<file path="src/rtl/encoder_proj_pkg.sv">
// rtl/encoder_proj_pkg.sv - shared FSM states and Hamming(7,4) encode helper
package encoder_proj_pkg;

  typedef enum logic [1:0] {
    IDLE  = 2'd0,
    START = 2'd1,
    DATA  = 2'd2,
    STOP  = 2'd3
  } state_t;

  localparam int CODE_W = 7;

  localparam int P1_POS = 0;
  localparam int P2_POS = 1;
  localparam int D0_POS = 2;
  localparam int P3_POS = 3;
  localparam int D1_POS = 4;
  localparam int D2_POS = 5;
  localparam int D3_POS = 6;

  function automatic logic [CODE_W-1:0] hamming74_encode(input logic [3:0] d);
    logic [CODE_W-1:0] c;
    c         = '0;
    c[P1_POS] = d[0] ^ d[1] ^ d[3];
    c[P2_POS] = d[0] ^ d[2] ^ d[3];
    c[D0_POS] = d[0];
    c[P3_POS] = d[1] ^ d[2] ^ d[3];
    c[D1_POS] = d[1];
    c[D2_POS] = d[2];
    c[D3_POS] = d[3];
    return c;
  endfunction

endpackage

</file>
<file path="src/rtl/encoder_proj_fifo.sv">
// rtl/encoder_proj_fifo.sv - synchronous FIFO with occupancy output
module encoder_proj_fifo #(
  parameter int DEPTH = 4,
  parameter int WIDTH = 4
) (
  input  logic                     clock,
  input  logic                     rst_n,
  input  logic [WIDTH-1:0]         wr_data,
  input  logic                     wr,
  output logic                     full,
  input  logic                     rd,
  output logic [WIDTH-1:0]         rd_data,
  output logic                     empty,
  output logic [$clog2(DEPTH):0]   level
);

  localparam int AW = $clog2(DEPTH);
  localparam int LW = AW + 1;

  logic [WIDTH-1:0] mem [DEPTH];
  logic [AW-1:0]    wptr;
  logic [AW-1:0]    rptr;
  logic             do_wr;
  logic             do_rd;

  // A full FIFO refuses the write even when a read frees a slot this cycle
  assign full    = (level == LW'(DEPTH));
  assign empty   = (level == '0);
  assign do_wr   = wr && !full;
  assign do_rd   = rd && !empty;
  assign rd_data = mem[rptr];

  always_ff @(posedge clock or negedge rst_n) begin
    if (!rst_n) begin
      wptr  <= '0;
      rptr  <= '0;
      level <= '0;
    end else begin
      if (do_wr) wptr <= wptr + 1'b1;
      if (do_rd) rptr <= rptr + 1'b1;
      case ({do_wr, do_rd})
        2'b10:   level <= level + 1'b1;
        2'b01:   level <= level - 1'b1;
        default: level <= level;
      endcase
    end
  end

  always_ff @(posedge clock) begin
    if (do_wr) mem[wptr] <= wr_data;
  end

endmodule

</file>
<file path="src/rtl/encoder_proj.sv">
// rtl/encoder_proj.sv - nibble FIFO, Hamming(7,4) encoder and serial framer
module encoder_proj
  import encoder_proj_pkg::*;
#(
  parameter int CLKS_PER_BIT = 4,
  parameter int FIFO_DEPTH   = 4
) (
  input  logic                          clock,
  input  logic                          rst_n,
  input  logic [3:0]                    in_data,
  input  logic                          in_valid,
  output logic                          in_ready,
  output logic [CODE_W-1:0]             io_out,
  output logic                          io_out_valid,
  output logic                          tx,
  output logic                          tx_busy,
  output logic [$clog2(FIFO_DEPTH):0]   fifo_level
);

  localparam logic [7:0] BAUD_LAST = 8'(CLKS_PER_BIT - 1);

  state_t            state;
  state_t            state_next;
  logic [7:0]        baud;
  logic [2:0]        bit_idx;
  logic [CODE_W-1:0] shreg;
  logic [CODE_W-1:0] code;
  logic [3:0]        fifo_data;
  logic              fifo_full;
  logic              fifo_empty;
  logic              pop;
  logic              bit_done;

  encoder_proj_fifo #(
    .DEPTH (FIFO_DEPTH),
    .WIDTH (4)
  ) u_fifo (
    .clock   (clock),
    .rst_n   (rst_n),
    .wr_data (in_data),
    .wr      (in_valid),
    .full    (fifo_full),
    .rd      (pop),
    .rd_data (fifo_data),
    .empty   (fifo_empty),
    .level   (fifo_level)
  );

  assign in_ready = !fifo_full;
  assign bit_done = (baud == BAUD_LAST);
  assign code     = hamming74_encode(fifo_data);

  always_ff @(posedge clock or negedge rst_n) begin
    if (!rst_n) state <= IDLE;
    else        state <= state_next;
  end

  // Launch happens from IDLE or straight out of STOP, so frames chain with no gap
  always_comb begin
    state_next = state;
    pop        = 1'b0;
    case (state)
      IDLE: begin
        if (!fifo_empty) begin
          pop        = 1'b1;
          state_next = START;
        end
      end
      START: if (bit_done) state_next = DATA;
      DATA:  if (bit_done && bit_idx == 3'd6) state_next = STOP;
      STOP: begin
        if (bit_done) begin
          if (!fifo_empty) begin
            pop        = 1'b1;
            state_next = START;
          end else begin
            state_next = IDLE;
          end
        end
      end
      default: state_next = IDLE;
    endcase
  end

  always_ff @(posedge clock or negedge rst_n) begin
    if (!rst_n) begin
      baud         <= '0;
      bit_idx      <= '0;
      shreg        <= '0;
      io_out       <= '0;
      io_out_valid <= 1'b0;
    end else begin
      io_out_valid <= pop;
      if (pop) begin
        shreg  <= code;
        io_out <= code;
      end else if (state == DATA && bit_done) begin
        shreg <= {1'b0, shreg[CODE_W-1:1]};
      end
      if (state == IDLE || bit_done) baud <= '0;
      else                           baud <= baud + 8'd1;
      if (state == DATA && bit_done)
        bit_idx <= (bit_idx == 3'd6) ? 3'd0 : bit_idx + 3'd1;
    end
  end

  always_comb begin
    tx      = 1'b1;
    tx_busy = 1'b1;
    case (state)
      IDLE:    tx_busy = 1'b0;
      START:   tx      = 1'b0;
      DATA:    tx      = shreg[0];
      STOP:    tx      = 1'b1;
      default: tx_busy = 1'b0;
    endcase
  end

endmodule

</file>
<file path="config.mk">
export PLATFORM = sky130hd
export DESIGN_NAME = encoder_proj
export DESIGN_NICKNAME = d
export VERILOG_FILES = /design/src/rtl/encoder_proj_pkg.sv /design/src/rtl/encoder_proj_fifo.sv /design/src/rtl/encoder_proj.sv
export SDC_FILE = /design/constraint.sdc
export NUM_CORES = 1
export LEC_CHECK = 0
export CAP_MARGIN = 20
export CORE_ASPECT_RATIO = 0.5
export CORE_MARGIN = 1.5
export CORE_UTILIZATION = 48
export CTS_CLUSTER_SIZE = 24
export DETAILED_ROUTE_END_ITERATION = 16
export DONT_BUFFER_PORTS = 1
export PLACE_DENSITY = 0.61
export SETUP_SLACK_MARGIN = 0.1
export SLEW_MARGIN = 0
export SYNTH_ARGS = -nofsm -noshare
export SYNTH_HDL_FRONTEND = slang
export SYNTH_HIERARCHICAL = 1
export SYNTH_SLANG_ARGS = --single-unit
</file>
<file path="constraint.sdc">
create_clock -name clock -period 3 [get_ports clock]
set_input_delay 0.45 -clock clock [delete_from_list [all_inputs] [get_ports clock]]
set_output_delay 0.45 -clock clock [all_outputs]
set_load 0.05 [all_outputs]
</file>
After elaboration in Yosys (flattened, before gate mapping) --
Memories as Yosys holds them, arrays and structs flattened. Index checks and enable logic that the tools add are counted.
Storage, ports and cells: logic and storage cells 64, bits of input ports 7, output and inout bits 14, RAM bits 16, bits in registers 35, memories kept 1
Memory list:
- u_fifo.mem | words 4, width 4, read ports 1, clocked after memory_dff 0, write ports 1, RTL line encoder_proj_fifo.sv:20 | logic [WIDTH-1:0] mem [DEPTH];
Cells by class: bitwise gates (word level) 6, equality and inequality tests 12, add/sub/neg operators 6, reduce and logical (&&, ||, !) cells 12, mux-type cells 18
Operator list (count):
- $mux 7 | 2
- $add 8x1->8 const B | 1
- $eq 8x2->1 const B | 1
- $mux 2 | 4
- $mux 8 | 1
- $ne 2x2->1 const B | 4
- $pmux 2 s4 | 1
- $add 3x1->3 const B | 2
- $eq 2x2->1 const B | 3
- $eq 3x3->1 const B | 2
- $mux 1 | 6
- $pmux 3 s2 | 1
- $xor 1x1->1 | 6
- $add 2x1->2 const B | 2
- $eq 2x1->1 const B | 2
- $logic_and 1x1->1 | 4
- $pmux 1 s2 | 2
- $reduce_and 4->1 | 1
- $reduce_bool 2->1 | 2
- $logic_not 3->1 | 1
- $mux 3 | 1
- $sub 3x1->3 const B | 1
- $logic_not 1->1 | 2
- $logic_not 2->1 | 1
- $logic_or 1x1->1 | 1

Logic depth before layout (Yosys ltp) --
depth after elaboration 7, gate-level depth with buffers 12

Cells and area by module --
Netlist, hierarchy kept.
By module, submodules not included:
- encoder_proj | times used 1, sequential area each 700.7 sq um, area an instance 1376.3 sq um, cells each 133
- encoder_proj_fifo | times used 1, sequential area each 655.6 sq um, area an instance 1009.7 sq um, cells each 59

Worst setup path after synthesis --
No wires, ideal clock.
kind register -> register, start reg u_fifo.level[0], end reg u_fifo.level[2], cell stages (with the launch flop) 12, arrival 2597 ps, buffers on the path 1, library setup time 82 ps, setup slack 321 ps, cells stage by stage dfrtp_1 -> nor3_1 -> nor3b_1 -> a32o_1 -> buf_4 -> o31a_2 -> ha_1 -> inv_1 -> fa_1 -> xor2_1 -> nor2_1 -> xor2_1
Between the ends: cells in the longest elaborated chain, start to end 7
RTL lines:
- from (decl) | RTL line encoder_proj_fifo.sv:14 | output logic [$clog2(DEPTH):0] level
- from (signal assigned) | RTL line encoder_proj_fifo.sv:42 | 2'b10: level <= level + 1'b1;
- from (signal assigned) | RTL line encoder_proj_fifo.sv:43 | 2'b01: level <= level - 1'b1;
- from (signal assigned) | RTL line encoder_proj_fifo.sv:44 | default: level <= level;
- $logic_not 3->1 * | RTL line encoder_proj_fifo.sv:28 | assign empty = (level == '0);
- named net fifo_empty | RTL line encoder_proj.sv:30 | logic fifo_empty;
- $mux 1 * | RTL line encoder_proj.sv:64, encoder_proj.sv:73
- $mux 1 | RTL line encoder_proj.sv:72 | if (bit_done) begin
- $pmux 1 s2 * | RTL line encoder_proj.sv:62 | case (state)
- named net pop | RTL line encoder_proj.sv:31 | logic pop;
- $logic_and 1x1->1 * | RTL line encoder_proj_fifo.sv:30 | assign do_rd = rd && !empty;
- named net u_fifo.do_rd | RTL line encoder_proj_fifo.sv:24 | logic do_rd;
- $eq 2x1->1 / $eq 2x2->1 (equally long branches) | RTL line encoder_proj_fifo.sv:41 | case ({do_wr, do_rd})
- $pmux 3 s2 / $reduce_bool 2->1 (equally long branches)
Mark *: on every way through the listed nets, which the timed path passes. The rest lies on a longest branch. A chain may end at the register's enable or synchronous reset.

Worst setup path after layout --
start reg baud[0], end reg u_fifo.level[2]
Between the ends: cells in the longest elaborated chain, start to end 6
RTL lines:
- from (decl) | RTL line encoder_proj.sv:24 | logic [7:0] baud;
- from (signal assigned) | RTL line encoder_proj.sv:101 | else baud <= baud + 8'd1;
- $eq 8x2->1 * | RTL line encoder_proj.sv:50 | assign bit_done = (baud == BAUD_LAST);
- $mux 1 * | RTL line encoder_proj.sv:72
- $pmux 1 s2 * | RTL line encoder_proj.sv:62
- $logic_and 1x1->1 * | RTL line encoder_proj_fifo.sv:30
- named net u_fifo.do_rd | RTL line encoder_proj_fifo.sv:24
- $eq 2x1->1 / $eq 2x2->1 (equally long branches) | RTL line encoder_proj_fifo.sv:41
- $pmux 3 s2 / $reduce_bool 2->1 (equally long branches)
Marks and branches as above.

==> results.md <==
* Min-Delay Endpoint: u_fifo/mem[2][3]
* Final Hold Viols at 0
* CTS buffer count at 5
* Post-synthesis cell type count at 36
* Die Y at approximately 53 um
* Crit-path max FO at 5
* #FFs+latches synth at 51
* GRT Total Usage at 0.164
* Clk buf depth at 2
* Power per cell area at roughly 1200 nW/um^2
* Fin util at 0.571
* Synth Area in Simple Gates at 0.109
* Initial antenna violation count at 0
* Residual DRC at 0
* Crit. End Element: flip-flop
* CTS Root Cell: clkbuf_8
* Drt wl/cell at roughly 14 um
* Core area at between 4000 and 5000 um^2
* Ant diodes at 0
* # port buffers at 0
* Least-Margin Pin Slew at 499 ps
* CTS tree: built
* Startpoint type of the worst setup path: flip-flop
* Htree depth at 2
* Max-cap viol count at 0
* Largest family of logic cells by synthesized area: simple AND/OR/NAND/NOR gates
* Slew Limit Fails at 0
* Die width at between 100 and 150 um
* R2R setup slack at roughly 370 ps
* Complex-gate fraction of the synthesized area at 0.0734
* Fin crit share at 0.876
* HP Start: in_data[3]
* Final ANT Viol Nets at 0
* FP Rows at 17
* Clock Latency Late Sink at 300 ps
* XOR/XNOR share of the synthesized area at 0.0624
* Min-Delay Path Class: primary input to flip-flop
* CTS clk-pin slew, worst paths at approximately 90 ps
* Fin crit period at between 2000 and 3000 ps
* Worst Reg-to-Reg Cells at 10
* Die Area at 5430 um^2
* Worst path required time at around 3200 ps
* Total number of vias at 1375
* Largest net degree at the start of global routing at 36
* DR iter-0 viols at 38
* Mux share of post-synthesis cell area at 0.0797
* GPL Wtd Cong at 0.835
* Design area at between 2000 and 3000 um^2
* Power Total at 3.03 mW
* Post-DP HPWL at between 2 and 3 mm
* First drt pass iteration count at 4
* Vias in the first global route at 1353
* Area added between synthesis and finish at 9.91%
* Syn nets at between 200 and 250
* Setup TNS at 0 ps
* Ys Warns at 6
* Placed Area at around 2500 um^2
* Arr. time, crit path at 2840 ps
* Reg2reg start: baud[0]
* Final WL at 3.86 mm
* Hold Path Stages at 0
* Post-synth EDFFs at 16
* Adder-cell share of the synthesized area at 0.0661
* VDD IR max at approximately 0.44 mV
* Fmax achieved at around 380 MHz
* Share of cells above drive strength 1 at 0.147
* Synthesized instance count at around 190
* CTS Sinks at 51
* Final setup viols at 0
* RSZ-0062 raised after global routing: false
* Status: finished, final reports clean
* Sequential fraction of the synthesis area at 0.568
* Syn_area_per_cell at between 10 and 15 um^2
* Layout Nets at 222
* Top FF cell, synth: dfrtp_1
* Final hold slack at between 200 and 250 ps
* Ys async rst share at 0.686
* Commonest non-fill, non-tap cell in the layout: dfrtp_1
* Fin Clk Skew at 9.64 ps
* Slew HR at 0.665
* GRT overflow at 0
* Initial core utilization at 0.519
* Io pins at 21
* Worst R2R End: u_fifo/level[2]
* First-pass GRT wire length at approximately 6.5 mm
* Crit Path Category: flip-flop to flip-flop
* Commonest non-fill, non-tap cells in the layout: dfrtp_1 (35), inv_1 (21), o21ai_0 (18)
* Vias per std cell at 5.09
* LEAKAGE at between 1 and 1.5 nW
* Fillers at between 300 and 400
* Post-Syn Area at between 2000 and 2500 um^2
## what timing repair did
action	4_1_cts	5_1_grt
buffers inserted	0	0
gates resized for setup	0	0
hold buffers	2	0
endpoints found under the hold margin	35	0
## Yosys cell counts (2+ instances only)
cell type	count	area, um^2
dfrtp_1	35	876
inv_1	21	78.8
o21ai_0	19	95.1
edfxtp_1	16	480
nand2_1	13	48.8
ha_1	11	138
nor2_1	11	41.3
xnor2_1	9	78.8
xor2_1	8	70.1
mux2i_1	7	70.1
nand3_1	5	25.0
and3_2	4	30.0
mux4_2	4	90.1
and3_1	3	18.8
nor3b_1	3	22.5
buf_4	2	15.0
mux2_4	2	30.0
## sequential cells by signal (all words and copies together) (netlist names)
register	flops
bit_idx	3
u_fifo/rptr	2
u_fifo/level	3
state	2
u_fifo/mem	16
baud	8
io_out_valid	1
shreg	7
io_out	7
u_fifo/wptr	2
## power by group
part           switching (mW)  leakage [nW]  internal, mW
Combinational           0.706         0.529         0.540
Clock                   0.211        0.0524         0.250
Sequential              0.360         0.585         0.964
Total                    1.28          1.17          1.75
## metrics by stage
| stage | instances | worst slack [ps] |
|---|---|---|
| after global routing | 270 | 183 |
| after floorplan | 192 | 321 |
| final | 270 | 373 |
| after CTS | 270 | 371 |
| after global placement | 260 | 499 |
| after detailed placement | 260 | 392 |
## worst max-delay path by stage
stage	start	end	slack [ps]	cells past startpoint
after global placement	baud[0]	u_fifo/level[2]	500	10
after global routing	baud[0]	u_fifo/level[2]	180	10
after detailed placement	baud[0]	u_fifo/level[2]	390	10
after floorplan	u_fifo/level[0]	u_fifo/level[2]	320	11
final	baud[0]	u_fifo/level[2]	370	10
after CTS	baud[0]	u_fifo/level[2]	370	10
## cell families (layout without fill, tap and decap cells)
logic type / after synthesis / in the layout
and+or+nand+nor: 47 / 47
AOI/OAI and AO/OA: 28 / 28
DFF: 51 / 51
buffers and inverters: 24 / 36
muxes: 13 / 13
adders and majority gates: 12 / 12
xor gates and xnor gates: 17 / 17
## routing by layer
| layer | track usage | up-vias | share of wire |
|---|---|---|---|
| met5 | 0 | - | 0 |
| met4 | 0.0342 | 0 | 0.0036 |
| met3 | 0.0528 | 2 | 0.036 |
| met2 | 0.255 | 13 | 0.45 |
| met1 | 0.228 | 677 | 0.51 |
| li1 | - | 683 | - |
## area by class of cell
type                    instances  area [um^2]  area share
flip-flops and latches         51         1360       0.517
multi-input cells             117          931       0.355
well taps                      66         82.6      0.0315
inverters                      21         78.8      0.0301
clock buffers                   7         76.3      0.0291
repair buffers                  7         67.6      0.0258
clock inverters                 1         30.0      0.0115
## critical path: stages (launching register included)
cell     delay (ps)
dfrtp_1         410
ha_1            240
nor3b_1         400
a32o_1          280
o31a_2          190
ha_1            180
inv_1            60
fa_1            370
xor2_1          150
nor2_1          110
xor2_1          160
(Power assumes the default switching activity.)
